===== config.mk =====
export PLATFORM = sky130hd
export DESIGN_NAME = mem_arbiter_flat
export DESIGN_NICKNAME = d
export VERILOG_FILES = /design/src/rtl/mem_arbiter_if.sv /design/src/rtl/mem_arbiter.sv /design/src/flat_wrapper.sv
export SDC_FILE = /design/constraint.sdc
export NUM_CORES = 1
export LEC_CHECK = 0
export ABC_AREA = 1
export CORE_MARGIN = 3
export CORE_UTILIZATION = 45
export CTS_BUF_LIST = sky130_fd_sc_hd__clkbuf_2
export DETAILED_ROUTE_END_ITERATION = 10
export PLACE_DENSITY = 0.87
export SYNTH_ARGS = -nofsm -noshare
export SYNTH_HDL_FRONTEND = slang
export SYNTH_SLANG_ARGS = --single-unit

===== constraint.sdc =====
create_clock -name clk -period 11 [get_ports clk]
set_clock_uncertainty 0.1 [all_clocks]
set_input_delay 1.1 -clock clk [delete_from_list [all_inputs] [get_ports clk]]
set_output_delay 1.1 -clock clk [all_outputs]
set_load 0.01 [all_outputs]

===== src/rtl/mem_arbiter_if.sv =====
// Bundle of the two requester ports, the memory-controller port and the
// arbiter status signals shared between mem_arbiter and its neighbours.
interface mem_arbiter_if;
  localparam int unsigned W = 32;

  // Port 0: instruction fetch
  logic         m0_read;
  logic         m0_write;
  logic [W-1:0] m0_addr;
  logic [W-1:0] m0_write_data;
  logic         m0_ack;
  logic [W-1:0] m0_read_data;

  // Port 1: data load/store
  logic         m1_read;
  logic         m1_write;
  logic [W-1:0] m1_addr;
  logic [W-1:0] m1_write_data;
  logic         m1_ack;
  logic [W-1:0] m1_read_data;

  // Memory/IO controller side
  logic         mem_read;
  logic         mem_write;
  logic [W-1:0] mem_addr;
  logic [W-1:0] mem_write_data;
  logic         mem_ack;
  logic [W-1:0] mem_read_data;

  // Arbiter status
  logic         grant;
  logic         busy;

  // Arbiter view: receives requests and controller responses
  modport slave (
    input  m0_read, m0_write, m0_addr, m0_write_data,
    input  m1_read, m1_write, m1_addr, m1_write_data,
    input  mem_ack, mem_read_data,
    output m0_ack, m0_read_data, m1_ack, m1_read_data,
    output mem_read, mem_write, mem_addr, mem_write_data,
    output grant, busy
  );

  // Environment view: drives requests and controller responses
  modport master (
    output m0_read, m0_write, m0_addr, m0_write_data,
    output m1_read, m1_write, m1_addr, m1_write_data,
    output mem_ack, mem_read_data,
    input  m0_ack, m0_read_data, m1_ack, m1_read_data,
    input  mem_read, mem_write, mem_addr, mem_write_data,
    input  grant, busy
  );
endinterface


===== src/rtl/mem_arbiter.sv =====
// Two-port round-robin arbiter in front of a single memory/IO controller.
// One transaction at a time: IDLE picks a port, GRANT waits for mem_ack,
// ACK returns a one-cycle completion pulse to the granted port.
module mem_arbiter (
  input  logic          clk,
  input  logic          reset,
  mem_arbiter_if.slave  bus
);
  localparam int unsigned W = 32;

  typedef enum logic [1:0] {
    IDLE  = 2'd0,
    GRANT = 2'd1,
    ACK   = 2'd2
  } state_t;

  state_t       state_q;
  logic         grant_q;
  logic         last_grant_q;
  logic         op_write_q;
  logic         m0_ack_q;
  logic         m1_ack_q;
  logic [W-1:0] mem_addr_q;
  logic [W-1:0] mem_wdata_q;
  logic [W-1:0] m0_rdata_q;
  logic [W-1:0] m1_rdata_q;

  logic         req0;
  logic         req1;
  logic         pick_d;
  logic         write_d;
  logic [W-1:0] addr_d;
  logic [W-1:0] wdata_d;

  // Request decode and round-robin selection; a tie goes to the port not served last
  always_comb begin
    req0    = bus.m0_read | bus.m0_write;
    req1    = bus.m1_read | bus.m1_write;
    pick_d  = (req0 & req1) ? ~last_grant_q : req1;
    write_d = pick_d ? bus.m1_write      : bus.m0_write;
    addr_d  = pick_d ? bus.m1_addr       : bus.m0_addr;
    wdata_d = pick_d ? bus.m1_write_data : bus.m0_write_data;
  end

  // Arbitration FSM with registered grant, payload and completion outputs
  always_ff @(posedge clk or posedge reset) begin
    if (reset) begin
      state_q      <= IDLE;
      grant_q      <= 1'b0;
      last_grant_q <= 1'b1;
      op_write_q   <= 1'b0;
      m0_ack_q     <= 1'b0;
      m1_ack_q     <= 1'b0;
      mem_addr_q   <= '0;
      mem_wdata_q  <= '0;
      m0_rdata_q   <= '0;
      m1_rdata_q   <= '0;
    end else begin
      m0_ack_q <= 1'b0;
      m1_ack_q <= 1'b0;
      case (state_q)
        IDLE: begin
          if (req0 | req1) begin
            grant_q      <= pick_d;
            last_grant_q <= pick_d;
            op_write_q   <= write_d;
            mem_addr_q   <= addr_d;
            mem_wdata_q  <= wdata_d;
            state_q      <= GRANT;
          end
        end
        GRANT: begin
          // No timeout: the controller owns completion
          if (bus.mem_ack) begin
            if (grant_q) begin
              m1_ack_q   <= 1'b1;
              m1_rdata_q <= bus.mem_read_data;
            end else begin
              m0_ack_q   <= 1'b1;
              m0_rdata_q <= bus.mem_read_data;
            end
            state_q <= ACK;
          end
        end
        ACK: begin
          state_q <= IDLE;
        end
        default: begin
          state_q <= IDLE;
        end
      endcase
    end
  end

  // Strobes drop in the same cycle as mem_ack so the controller never sees a repeat
  assign bus.mem_read  = (state_q == GRANT) & ~op_write_q & ~bus.mem_ack;
  assign bus.mem_write = (state_q == GRANT) &  op_write_q & ~bus.mem_ack;

  // Output mapping
  assign bus.mem_addr       = mem_addr_q;
  assign bus.mem_write_data = mem_wdata_q;
  assign bus.m0_ack         = m0_ack_q;
  assign bus.m1_ack         = m1_ack_q;
  assign bus.m0_read_data   = m0_rdata_q;
  assign bus.m1_read_data   = m1_rdata_q;
  assign bus.grant          = grant_q;
  assign bus.busy           = (state_q == GRANT) | (state_q == ACK);

endmodule

===== src/flat_wrapper.sv =====
// flat-port wrapper written by rule: the top's interface ports become plain ports
module mem_arbiter_flat 
  (clk, reset, bus_m0_read, bus_m0_write, bus_m0_addr, bus_m0_write_data, bus_m1_read, bus_m1_write, bus_m1_addr, bus_m1_write_data, bus_mem_ack, bus_mem_read_data, bus_m0_ack, bus_m0_read_data, bus_m1_ack, bus_m1_read_data, bus_mem_read, bus_mem_write, bus_mem_addr, bus_mem_write_data, bus_grant, bus_busy);
  mem_arbiter_if bus_i ();
  input  logic clk;
  input  logic reset;
  input wire logic [$bits(bus_i.m0_read)-1:0] bus_m0_read;
  input wire logic [$bits(bus_i.m0_write)-1:0] bus_m0_write;
  input wire logic [$bits(bus_i.m0_addr)-1:0] bus_m0_addr;
  input wire logic [$bits(bus_i.m0_write_data)-1:0] bus_m0_write_data;
  input wire logic [$bits(bus_i.m1_read)-1:0] bus_m1_read;
  input wire logic [$bits(bus_i.m1_write)-1:0] bus_m1_write;
  input wire logic [$bits(bus_i.m1_addr)-1:0] bus_m1_addr;
  input wire logic [$bits(bus_i.m1_write_data)-1:0] bus_m1_write_data;
  input wire logic [$bits(bus_i.mem_ack)-1:0] bus_mem_ack;
  input wire logic [$bits(bus_i.mem_read_data)-1:0] bus_mem_read_data;
  output wire logic [$bits(bus_i.m0_ack)-1:0] bus_m0_ack;
  output wire logic [$bits(bus_i.m0_read_data)-1:0] bus_m0_read_data;
  output wire logic [$bits(bus_i.m1_ack)-1:0] bus_m1_ack;
  output wire logic [$bits(bus_i.m1_read_data)-1:0] bus_m1_read_data;
  output wire logic [$bits(bus_i.mem_read)-1:0] bus_mem_read;
  output wire logic [$bits(bus_i.mem_write)-1:0] bus_mem_write;
  output wire logic [$bits(bus_i.mem_addr)-1:0] bus_mem_addr;
  output wire logic [$bits(bus_i.mem_write_data)-1:0] bus_mem_write_data;
  output wire logic [$bits(bus_i.grant)-1:0] bus_grant;
  output wire logic [$bits(bus_i.busy)-1:0] bus_busy;
  assign bus_i.m0_read = bus_m0_read;
  assign bus_i.m0_write = bus_m0_write;
  assign bus_i.m0_addr = bus_m0_addr;
  assign bus_i.m0_write_data = bus_m0_write_data;
  assign bus_i.m1_read = bus_m1_read;
  assign bus_i.m1_write = bus_m1_write;
  assign bus_i.m1_addr = bus_m1_addr;
  assign bus_i.m1_write_data = bus_m1_write_data;
  assign bus_i.mem_ack = bus_mem_ack;
  assign bus_i.mem_read_data = bus_mem_read_data;
  assign bus_m0_ack = bus_i.m0_ack;
  assign bus_m0_read_data = bus_i.m0_read_data;
  assign bus_m1_ack = bus_i.m1_ack;
  assign bus_m1_read_data = bus_i.m1_read_data;
  assign bus_mem_read = bus_i.mem_read;
  assign bus_mem_write = bus_i.mem_write;
  assign bus_mem_addr = bus_i.mem_addr;
  assign bus_mem_write_data = bus_i.mem_write_data;
  assign bus_grant = bus_i.grant;
  assign bus_busy = bus_i.busy;
  mem_arbiter u_core (.clk(clk), .reset(reset), .bus(bus_i));
endmodule

==> summary.txt, run 1 <==
Setup path
  – Critical Path RT: 9.80 ns
  – R2R depth: 4
  – Kind of critical path: primary input to output port
  – R2R Path End: u_core.bus.m0_read_data[13]
  – CP Cell Sequence: clkdlybuf4s50_1 > inv_1 > nand2_1 > nor2_1 > clkdlybuf4s50_1
  – Critical Path AT: 2.45 ns
  – Reg2reg setup slack: 8.55 ns
  – Critical path's most frequent cell: clkdlybuf4s50_1
  – Critical R2R Launch: u_core.state_q[1]
  – Crit path max fanout: 5
  – Worst stage delay on the critical path: 0.55 ns
  – Crit. End Element: output port
  – CP startpoint kind: primary input
  – CP max-delay cell: clkdlybuf4s50_1

Run status
  – Outcome: complete, no violations

Flow run
  – Max-cap violations: 0

Clock tree
  – CTS Sinks: 135
  – CTS tree: done
  – CTS max path bufs: 2
  – Number of H-tree levels: 4
  – Root buffer cell: clkbuf_2
  – Hold Buf Count CTS: 0
  – CTS Buf Count: 17
  – CTS clk-pin slew, worst paths: 0.19 ns
  – Postcts setup bufs: 0
  – Resize count post-CTS: 0
  – Latest clock arrival within the worst-skew pair: 0.65 ns

Layout
  – Post-route cell area: 9560 um2
  – Area delta synth->final: 51.6%
  – Final Non-Filler Cells: 1238
  – Layout filler cell count: 1029
  – Final nets: 1219
  – Share of cells above drive strength 1: 4.24%

Synth
  – Synthesized flop and latch total: 135
  – Avg Cell Area, Syn: 8.18 um2
  – Syn Inst Count: 771
  – Most used DFF post-synth: dfrtp_1
  – Ys async rst share: 100%
  – Seq/Total Area, Yosys: 53.6%
  – EDFF count, synth: 0
  – Most frequent cell after synthesis: nand2_1
  – Post-synth top cells: nand2_1, dfrtp_1, inv_1
  – Top cell type's share of synthesized area: 53.2%
  – Warnings, synthesis: 0
  – Largest cells by area after synthesis: dfrtp_1, nand2_1, nand3b_1
  – Synthesized Nets: 942
  – Yosys top cell by area: dfrtp_1
  – Yosys cell types: 18
  – Cell area after synthesis: 6300 um2

Pwr
  – Sw Share: 39.6%
  – Pwr dens: 252 nW/um2
  – Maximum VDD drop: 0.187 mV
  – Net Sw Power: 0.956 mW
  – Internal power: 1.46 mW
  – Leakage: 4.71 nW
  – Flop pwr share: 35.9%
  – Clock Power Share: 11.8%
  – Comb power frac: 52.3%

Floorplanning
  – IO Pins: 301
  – Die width: 124 um
  – Initial core utilization: 46.9%
  – Rows: 42
  – Core ar.: 13500 um2
  – Die height: 124 um
  – Die area: 15500 um2

GRT
  – Tot GR Track Use: 25.2%
  – GRT overflow: 0
  – Initial antenna violation count: 1
  – First-pass GRT wire length: 31300 um
  – Largest net degree at the start of global routing: 80
  – Number of global-route vias before repair: 5858

Timing
  – Actual slew at the worst max-slew pin: 1.11 ns
  – Final Critical Period: 3.65 ns
  – Hold WS: 0.403 ns
  – RSZ-0062 raised after global routing: false
  – Final Hold Fails: 0
  – Slew Viols, Final: 0
  – Endpoints failing setup: 0
  – Final TNS setup: 0 ns
  – Fmax: 274 MHz
  – Tcrit/Tclk final: 33.2%
  – Slew margin rel.: 26.2%

Routing
  – Drt total wl: 19900 um
  – Residual DRC: 0
  – Drt first pass iters: 5
  – Antenna viol nets, final: 0
  – Via count: 6025
  – WL/cell: 16.0 um
  – Initial drt markers: 454
  – Average vias per placed instance: 4.87

Hold path
  – Hold Crit Depth: 2
  – Worst min path class: flop to flop
  – Min-delay src: u_core.bus.mem_write_data[31]
  – Worst hold path endpoint: u_core.bus.mem_write_data[31]

Placed design
  – Cell Area, Placed: 9330 um2
  – Placed cell count: 1205
  – Buffers on Ports: 300
  – Routability Congestion: 0.862
  – DP HPWL: 14100 um
power groups by stage:
stage | Combinational, mW | Clock [mW] | Sequential, mW
5_1_grt | 1.37 | 0.314 | 0.893
3_3_place_gp | 1.24 | 0 | 0.863
4_1_cts | 1.27 | 0.294 | 0.864
2_1_floorplan | 0.498 | 0 | 0.973
6_report | 1.26 | 0.284 | 0.866
3_5_place_dp | 1.27 | 0 | 0.873
cells by family (layout without fill, tap and decap cells):
family                   after synthesis  count (layout)  share of synthesized area [%]
buffers and inverters                152             442                           10.3
adder cells (fa/ha/maj)                4               4                          0.794
AND/OR/NAND/NOR                      414             414                           30.0
flip-flops                           135             135                           53.6
other                                  0               1                              0
AO/OA/AOI/OAI                         66              66                           5.30
worst max path at each step:
| stage | cells after the start | slack (ns) | start | to |
|---|---|---|---|---|
| after detailed placement | 5 | 7.35 | bus_mem_ack | bus_mem_read |
| after global placement | 5 | 7.40 | bus_mem_ack | bus_mem_read |
| after global routing | 5 | 7.28 | bus_mem_ack | bus_mem_read |
| after floorplan | 1 | 6.19 | reset | u_core.bus.grant |
| final | 5 | 7.35 | bus_mem_ack | bus_mem_read |
| after CTS | 5 | 7.34 | bus_mem_ack | bus_mem_read |
flip-flops by register name, summed over array words and instances, names as in the netlist:
name	cells
u_core.bus.grant	1
u_core.bus.m0_ack	1
u_core.bus.m0_read_data	32
u_core.bus.m1_ack	1
u_core.bus.m1_read_data	32
u_core.bus.mem_addr	32
u_core.bus.mem_write_data	32
u_core.last_grant_q	1
u_core.op_write_q	1
u_core.state_q	2
layout by cell type, fill, tap and decap left out, types with 6 or more instances in the layout:
| cell | count |
|---|---|
| nand2_1 | 273 |
| dfrtp_1 | 134 |
| inv_1 | 101 |
| buf_4 | 6 |
| nand3_1 | 68 |
| clkdlybuf4s50_1 | 300 |
| clkbuf_2 | 18 |
| o21ai_0 | 65 |
| nand3b_1 | 64 |
final cells by class:
class	instances	area (um2)	share of cell area (%)
timing repair buffer	306	3050	31.9
tap	176	220	2.30
antenna	1	2.50	0.0262
sequential	135	3380	35.4
inverter	104	395	4.14
clock inverter	14	133	1.39
clock buffer	18	90.1	0.942
multi-input combinational	484	2290	24.0
stage by stage:
step / util, % / power [mW] / worst slack [ns]
6_report: 71.1 / 2.41 / 7.35
5_1_grt: 71.1 / 2.58 / 7.28
4_1_cts: 71.0 / 2.43 / 7.34
3_5_place_dp: 69.4 / 2.15 / 7.35
3_3_place_gp: 69.4 / 2.10 / 7.40
2_1_floorplan: - / 1.47 / 6.19
per-layer routing:
metal / up-vias / share of wire (%) / track usage (%)
met5: - / 0 / 0
met4: 0 / 4.4 / 12.4
met3: 54 / 5.3 / 5.32
met2: 224 / 49 / 40.9
met1: 2800 / 41 / 32.2
li1: 2947 / - / -
worst max-delay path: cells and delay by family:
| family | cells | cell delay (ns) |
|---|---|---|
| buffers and inverters | 3 | 1.14 |
| AND/OR/NAND/NOR | 2 | 0.21 |
Note: power is estimated with default switching activity, not from simulation.
==> inputs of run 2 (changes only) <==
- CORE_UTILIZATION: 45 -> 42
- PLACE_DENSITY: 0.87 -> 0.82
- clock period: 11 -> 3.76 ns (I/O delays scaled with it)
==> run 2 against run 1 <==
Register-to-register slack worse by 6.8 ns. Sequential power rose to 2.9 times the previous value. Routed wire length grew 3.0%. Global-route usage decreased by 0.78 points. Total power increased to 3.0 times the previous value. Largest cell class unchanged. Largest power group unchanged. Highest routed layer unchanged.
==> summary.txt, run 2 (same netlist as run 1, synthesis figures left out) <==
Setup path
  – R2R depth: 6 (+2)
  – Kind of critical path: flop to output port
  – Critical R2R Launch: u_core.last_grant_q
  – Worst Setup SP: u_core.state_q[1]
  – End of the critical path: bus_mem_read
  – Crit path max fanout: 4 (-1)
  – Critical Path AT: 2.25 ns (-0.20 ns)
  – CP startpoint kind: flop
  – Reg2reg setup slack: 1.79 ns (-6.76 ns)
  – Crit. End Element: output port
  – Critical Path RT: 3.28 ns (-6.52 ns)
  – R2R Path End: u_core.bus.mem_addr[30]

Timing
  – Hold WS: 0.0969 ns (-0.306 ns)
  – Final Hold Fails: 0 (unchanged)
  – Slew Viols, Final: 0 (unchanged)
  – Tcrit/Tclk final: 72.4%
  – Fmax: 367 MHz
  – Slew margin rel.: 45.5% (+19 points)
  – Endpoints failing setup: 0 (unchanged)
  – Actual slew at the worst max-slew pin: 0.814 ns (-0.291 ns)
  – Final Critical Period: 2.72 ns
  – Final TNS setup: 0 ns (unchanged)
  – RSZ-0062 raised after global routing: false

Floorplanning
  – IO Pins: 301 (unchanged)
  – Initial core utilization: 43.2% (-3.6 points)
  – Die width: 129 um (+3.3%)
  – Die area: 16500 um2 (+6.8%)
  – Die height: 129 um (+3.3%)
  – Core ar.: 14600 um2 (+8.4%)
  – Rows: 44 (+4.8%)

Routing
  – Initial drt markers: 396 (-13%)
  – Average vias per placed instance: 4.84 (-0.64%)
  – Drt total wl: 20500 um (+3.0%)
  – WL/cell: 16.2 um (+0.87%)
  – Residual DRC: 0 (unchanged)
  – Via count: 6112 (+1.4%)
  – Drt first pass iters: 5 (unchanged)
  – Antenna viol nets, final: 0 (unchanged)

GRT
  – Number of global-route vias before repair: 6029 (+2.9%)
  – Initial antenna violation count: 1 (unchanged)
  – First-pass GRT wire length: 31600 um (+1.1%)
  – GRT overflow: 0 (unchanged)
  – Largest net degree at the start of global routing: 82 (+2.5%)
  – Tot GR Track Use: 24.5% (-0.78 points)

Clock tree
  – Resize count post-CTS: 0 (unchanged)
  – Number of H-tree levels: 4 (unchanged)
  – CTS tree: done
  – CTS max path bufs: 2 (unchanged)
  – Root buffer cell: clkbuf_2
  – Latest clock arrival within the worst-skew pair: 0.71 ns (+0.06 ns)
  – CTS Sinks: 135 (unchanged)
  – CTS Buf Count: 17 (unchanged)
  – CTS clk-pin slew, worst paths: 0.24 ns (+0.05 ns)

Pwr
  – Leakage: 4.79 nW (+1.8%)
  – Maximum VDD drop: 0.403 mV (+120%)
  – Power Total: 7.14 mW (+200%)
  – Pwr dens: 729 nW/um2 (+190%)

Placed design
  – Routability Congestion: 0.851 (-1.3%)
  – Cell Area, Placed: 9400 um2 (+0.68%)
  – Placed cell count: 1217 (+1.0%)
  – DP HPWL: 14300 um (+0.84%)
  – Buffers on Ports: 300 (unchanged)

Layout
  – Share of cells above drive strength 1: 4.82% (+0.58 points)
  – Final nets: 1237 (+1.5%)
  – Final Non-Filler Cells: 1264 (+2.1%)
  – Post-route cell area: 9780 um2 (+2.4%)
  – Area delta synth->final: 55.2%
  – Commonest non-fill, non-tap cell in the layout: clkdlybuf4s50_1
  – Most frequent cells in the layout: clkdlybuf4s50_1, nand2_1, dfrtp_1

Hold path
  – Worst min path class: primary input to flop

Flow run
  – Max-cap violations: 0 (unchanged)

Run status
  – Outcome: complete, no violations
-- run 2: timing repair --
action,in CTS,in global routing
hold buffers,14,0
endpoints found under the hold margin,39,0
setup buffers,0,0
-- run 2: how the worst min path moves through the flow --
stage                                 start  cells past startpoint                           to  slack, ns
floorplan                 u_core.state_q[1]                      2            u_core.state_q[1]       0.34
global placement    u_core.bus.mem_addr[21]                      2      u_core.bus.mem_addr[21]       0.36
detailed placement  u_core.bus.mem_addr[21]                      2      u_core.bus.mem_addr[21]       0.36
CTS                   bus_mem_read_data[12]                      3  u_core.bus.m0_read_data[12]      0.003
global route          bus_mem_read_data[17]                      3  u_core.bus.m0_read_data[17]       0.02
finish                bus_mem_read_data[17]                      3  u_core.bus.m0_read_data[17]        0.1
-- run 2: layout make-up --
type	instances	area, um2
fill	1201	4800
sequential	135	3380
timing repair buffer	324	3240
multi-input combinational	484	2290
inverter	104	394
tap	184	230
clock inverter	13	149
clock buffer	19	95.1
antenna	1	2.50
-- run 2: metrics by stage --
stage               utilization (%)  setup slack (ns)
floorplan                         -              1.61
CTS                            67.0             0.907
global route                   67.1             0.814
finish                         67.1              1.04
detailed placement             64.4              1.34
global placement               64.4              1.40
-- run 2: routing by layer --
metal | track usage [%] | part of all wire (%) | routed length [um]
met5 | 0 | 0 | 0
met4 | 11.3 | 3.9 | 803
met3 | 5.85 | 7.0 | 1440
met2 | 40.1 | 50 | 10100
met1 | 30.8 | 40 | 8080
-- run 2: worst max-delay path, cell delays in order (launching register included) --
cell and delay, ns:
dfrtp_1 0.43, inv_1 0.12, ha_1 0.20, nand2_1 0.11, nor2_1 0.13, clkdlybuf4s50_1 0.55
-- run 2: where the power goes --
group | total, mW | leakage (nW) | switching [mW] | internal [mW]
registers | 2.52 | 1.66 | 0.373 | 2.15
logic | 3.72 | 2.99 | 1.87 | 1.85
clock network | 0.899 | 0.142 | 0.581 | 0.318
==> inputs of run 3 (changes only) <==
- CORE_UTILIZATION: 42 -> 38
- PLACE_DENSITY: 0.82 -> 0.78
- clock period: 3.76 -> 2.3 ns (I/O delays scaled with it)
==> run 3 against run 2 <==
Highest routed layer unchanged. Total power grew 70%. Register-to-register slack worse by 1.7 ns. Via count rose by 8.3%. Combinational power rose by 74%.
==> summary.txt, run 3 (same netlist as run 1, synthesis figures left out) <==
Run status
  – Outcome: complete, no violations

Setup path
  – Crit. End Element: flop
  – Worst stage delay on the critical path: 0.56 ns (about the same)
  – R2R depth: 8 (+2)
  – R2R Path End: u_core.bus.mem_write_data[17]
  – Reg2reg setup slack: 0.13 ns (-1.66 ns)
  – Critical Path RT: 2.83 ns (-0.45 ns)
  – Critical R2R Launch: u_core.state_q[1]
  – Crit path max fanout: 30 (+26)
  – CP Cell Sequence: inv_2 > ha_1 > nand2_2 > clkinv_2 > buf_12 > nand3_1 > dlygate4sd3_1 > nand2_1
  – CP startpoint kind: flop
  – Kind of critical path: flop to flop
  – Critical Path AT: 2.70 ns (+0.45 ns)
  – CP max-delay cell: dlygate4sd3_1
  – Worst Setup SP: u_core.state_q[1]

Floorplanning
  – Die height: 135 um (+4.9%)
  – Die area: 18200 um2 (+10%)
  – Rows: 46 (+4.5%)
  – Die width: 135 um (+4.9%)
  – Initial core utilization: 39.3% (-4.0 points)
  – IO Pins: 301 (unchanged)
  – Core ar.: 16100 um2 (+10%)

Timing
  – Endpoints failing setup: 0 (unchanged)
  – Slew Viols, Final: 0 (unchanged)
  – Setup WS post-layout: 0.128 ns (-0.908 ns)
  – Actual slew at the worst max-slew pin: 0.622 ns (-0.192 ns)
  – Tcrit/Tclk final: 94.4%
  – RSZ-0062 raised after global routing: false
  – Slew margin rel.: 58.4% (+13 points)
  – Final Critical Period: 2.17 ns
  – Hold WS: 0.0940 ns (-0.00286 ns)
  – Final TNS setup: 0 ns (unchanged)
  – Final Hold Fails: 0 (unchanged)
  – Fmax: 460 MHz

GRT
  – First-pass GRT wire length: 35500 um (+12%)
  – Largest net degree at the start of global routing: 67 (-18%)
  – GRT overflow: 0 (unchanged)
  – Initial antenna violation count: 1 (unchanged)
  – Tot GR Track Use: 24.8% (+0.33 points)
  – Number of global-route vias before repair: 6832 (+13%)

Placed design
  – Placed cell count: 1254 (+3.0%)
  – DP HPWL: 14500 um (+1.7%)
  – Buffers on Ports: 300 (unchanged)
  – Post-Place Worst Slack: 0.386 ns (-0.956 ns)
  – Routability Congestion: 0.852 (about the same)

Routing
  – Average vias per placed instance: 4.79 (-0.92%)
  – Residual DRC: 0 (unchanged)
  – Drt total wl: 22500 um (+9.9%)
  – WL/cell: 16.3 um (+0.48%)
  – Via count: 6621 (+8.3%)
  – Initial drt markers: 520 (+31%)
  – Drt first pass iters: 6 (+1)
  – Antenna viol nets, final: 0 (unchanged)

Clock tree
  – CTS Buf Count: 17 (unchanged)
  – CTS Sinks: 135 (unchanged)
  – CTS clk-pin slew, worst paths: 0.22 ns (-0.02 ns)
  – Root buffer cell: clkbuf_2
  – CTS max path bufs: 2 (unchanged)
  – Number of H-tree levels: 4 (unchanged)
  – CTS tree: done
  – Latest clock arrival within the worst-skew pair: 0.69 ns (-0.02 ns)

Pwr
  – Leakage: 5.20 nW (+8.4%)
  – Maximum VDD drop: 0.727 mV (+80%)
  – Pwr dens: 1120 nW/um2 (+53%)
  – Power Total: 12.1 mW (+70%)

Hold path
  – Worst min path class: primary input to flop
  – Min-delay src: bus_m1_addr[18]
  – Hold Crit Depth: 4 (+1)
  – Worst hold path endpoint: u_core.bus.mem_addr[18]

Layout
  – Share of cells above drive strength 1: 5.32% (+0.50 points)
  – Most frequent cells in the layout: clkdlybuf4s50_1, nand2_1, dfrtp_1
  – Area delta synth->final: 71.7%
  – Layout filler cell count: 1234 (+2.7%)
  – Commonest non-fill, non-tap cell in the layout: clkdlybuf4s50_1
  – Final nets: 1324 (+7.0%)
  – Final Non-Filler Cells: 1382 (+9.3%)

Flow run
  – Max-cap violations: 0 (unchanged)
run 3: cell types whose count changed in the layout (fill, tap and decap cells not counted), sizes merged:
cell | before | now
dlygate4sd3 | 14 | 95
buf | 10 | 16
clkdlybuf4s50 | 300 | 297
clkdlybuf4s15 | 0 | 2
clkbuf | 19 | 18
clkinvlp | 4 | 5
dlygate4sd2 | 0 | 1
inv | 106 | 105
run 3: repair_timing:
item	4_1_cts	5_1_grt
hold endpoints to repair	139	0
resized for setup	11	4
buffers inserted	1	0
setup endpoints to repair	3	3
pin swaps	1	0
hold buffers	95	0
run 3: stage by stage:
step           instance area [um2]  utilization [%]
6_report                     10800             67.4
4_1_cts                      10800             67.3
5_1_grt                      10800             67.4
2_1_floorplan                 6310                -
3_5_place_dp                  9590             59.7
3_3_place_gp                  9590             59.7
run 3: critical path: cells and delay by family (launching register included):
| kind | cells | cell delay [ns] |
|---|---|---|
| flops | 1 | 0.41 |
| simple gates | 3 | 0.27 |
| fa+ha+maj | 1 | 0.22 |
| buf+inv | 4 | 1.11 |
run 3: how the worst max path moves through the flow:
stage               cells after the start                            end
detailed placement                      8  u_core.bus.mem_write_data[24]
floorplan                               1               u_core.bus.grant
finish                                  8  u_core.bus.mem_write_data[17]
global route                            5                   bus_mem_read
CTS                                     5                   bus_mem_read
global placement                        5                   bus_mem_read
run 3: layer usage:
| layer | GRT usage (%) | wire (um) |
|---|---|---|
| met4 | 12.9 | 1200 |
| met5 | 0 | 0 |
| met3 | 6.45 | 1550 |
| met2 | 41.8 | 11200 |
| met1 | 29.2 | 8580 |
run 3: area by class of cell:
class	count	area (um2)	area share, %
clock buffer	18	90.1	0.833
sequential	135	3380	31.2
tap	216	270	2.50
clock inverter	13	146	1.35
timing repair buffer	411	4210	38.9
multi-input combinational	484	2320	21.5
inverter	104	395	3.65
antenna	1	2.50	0.0231
run 3: power breakdown:
part | switching [mW] | internal [mW] | leakage, nW
registers | 0.654 | 3.51 | 1.66
clock network | 0.953 | 0.505 | 0.131
logic | 3.18 | 3.30 | 3.40
total | 4.79 | 7.32 | 5.20
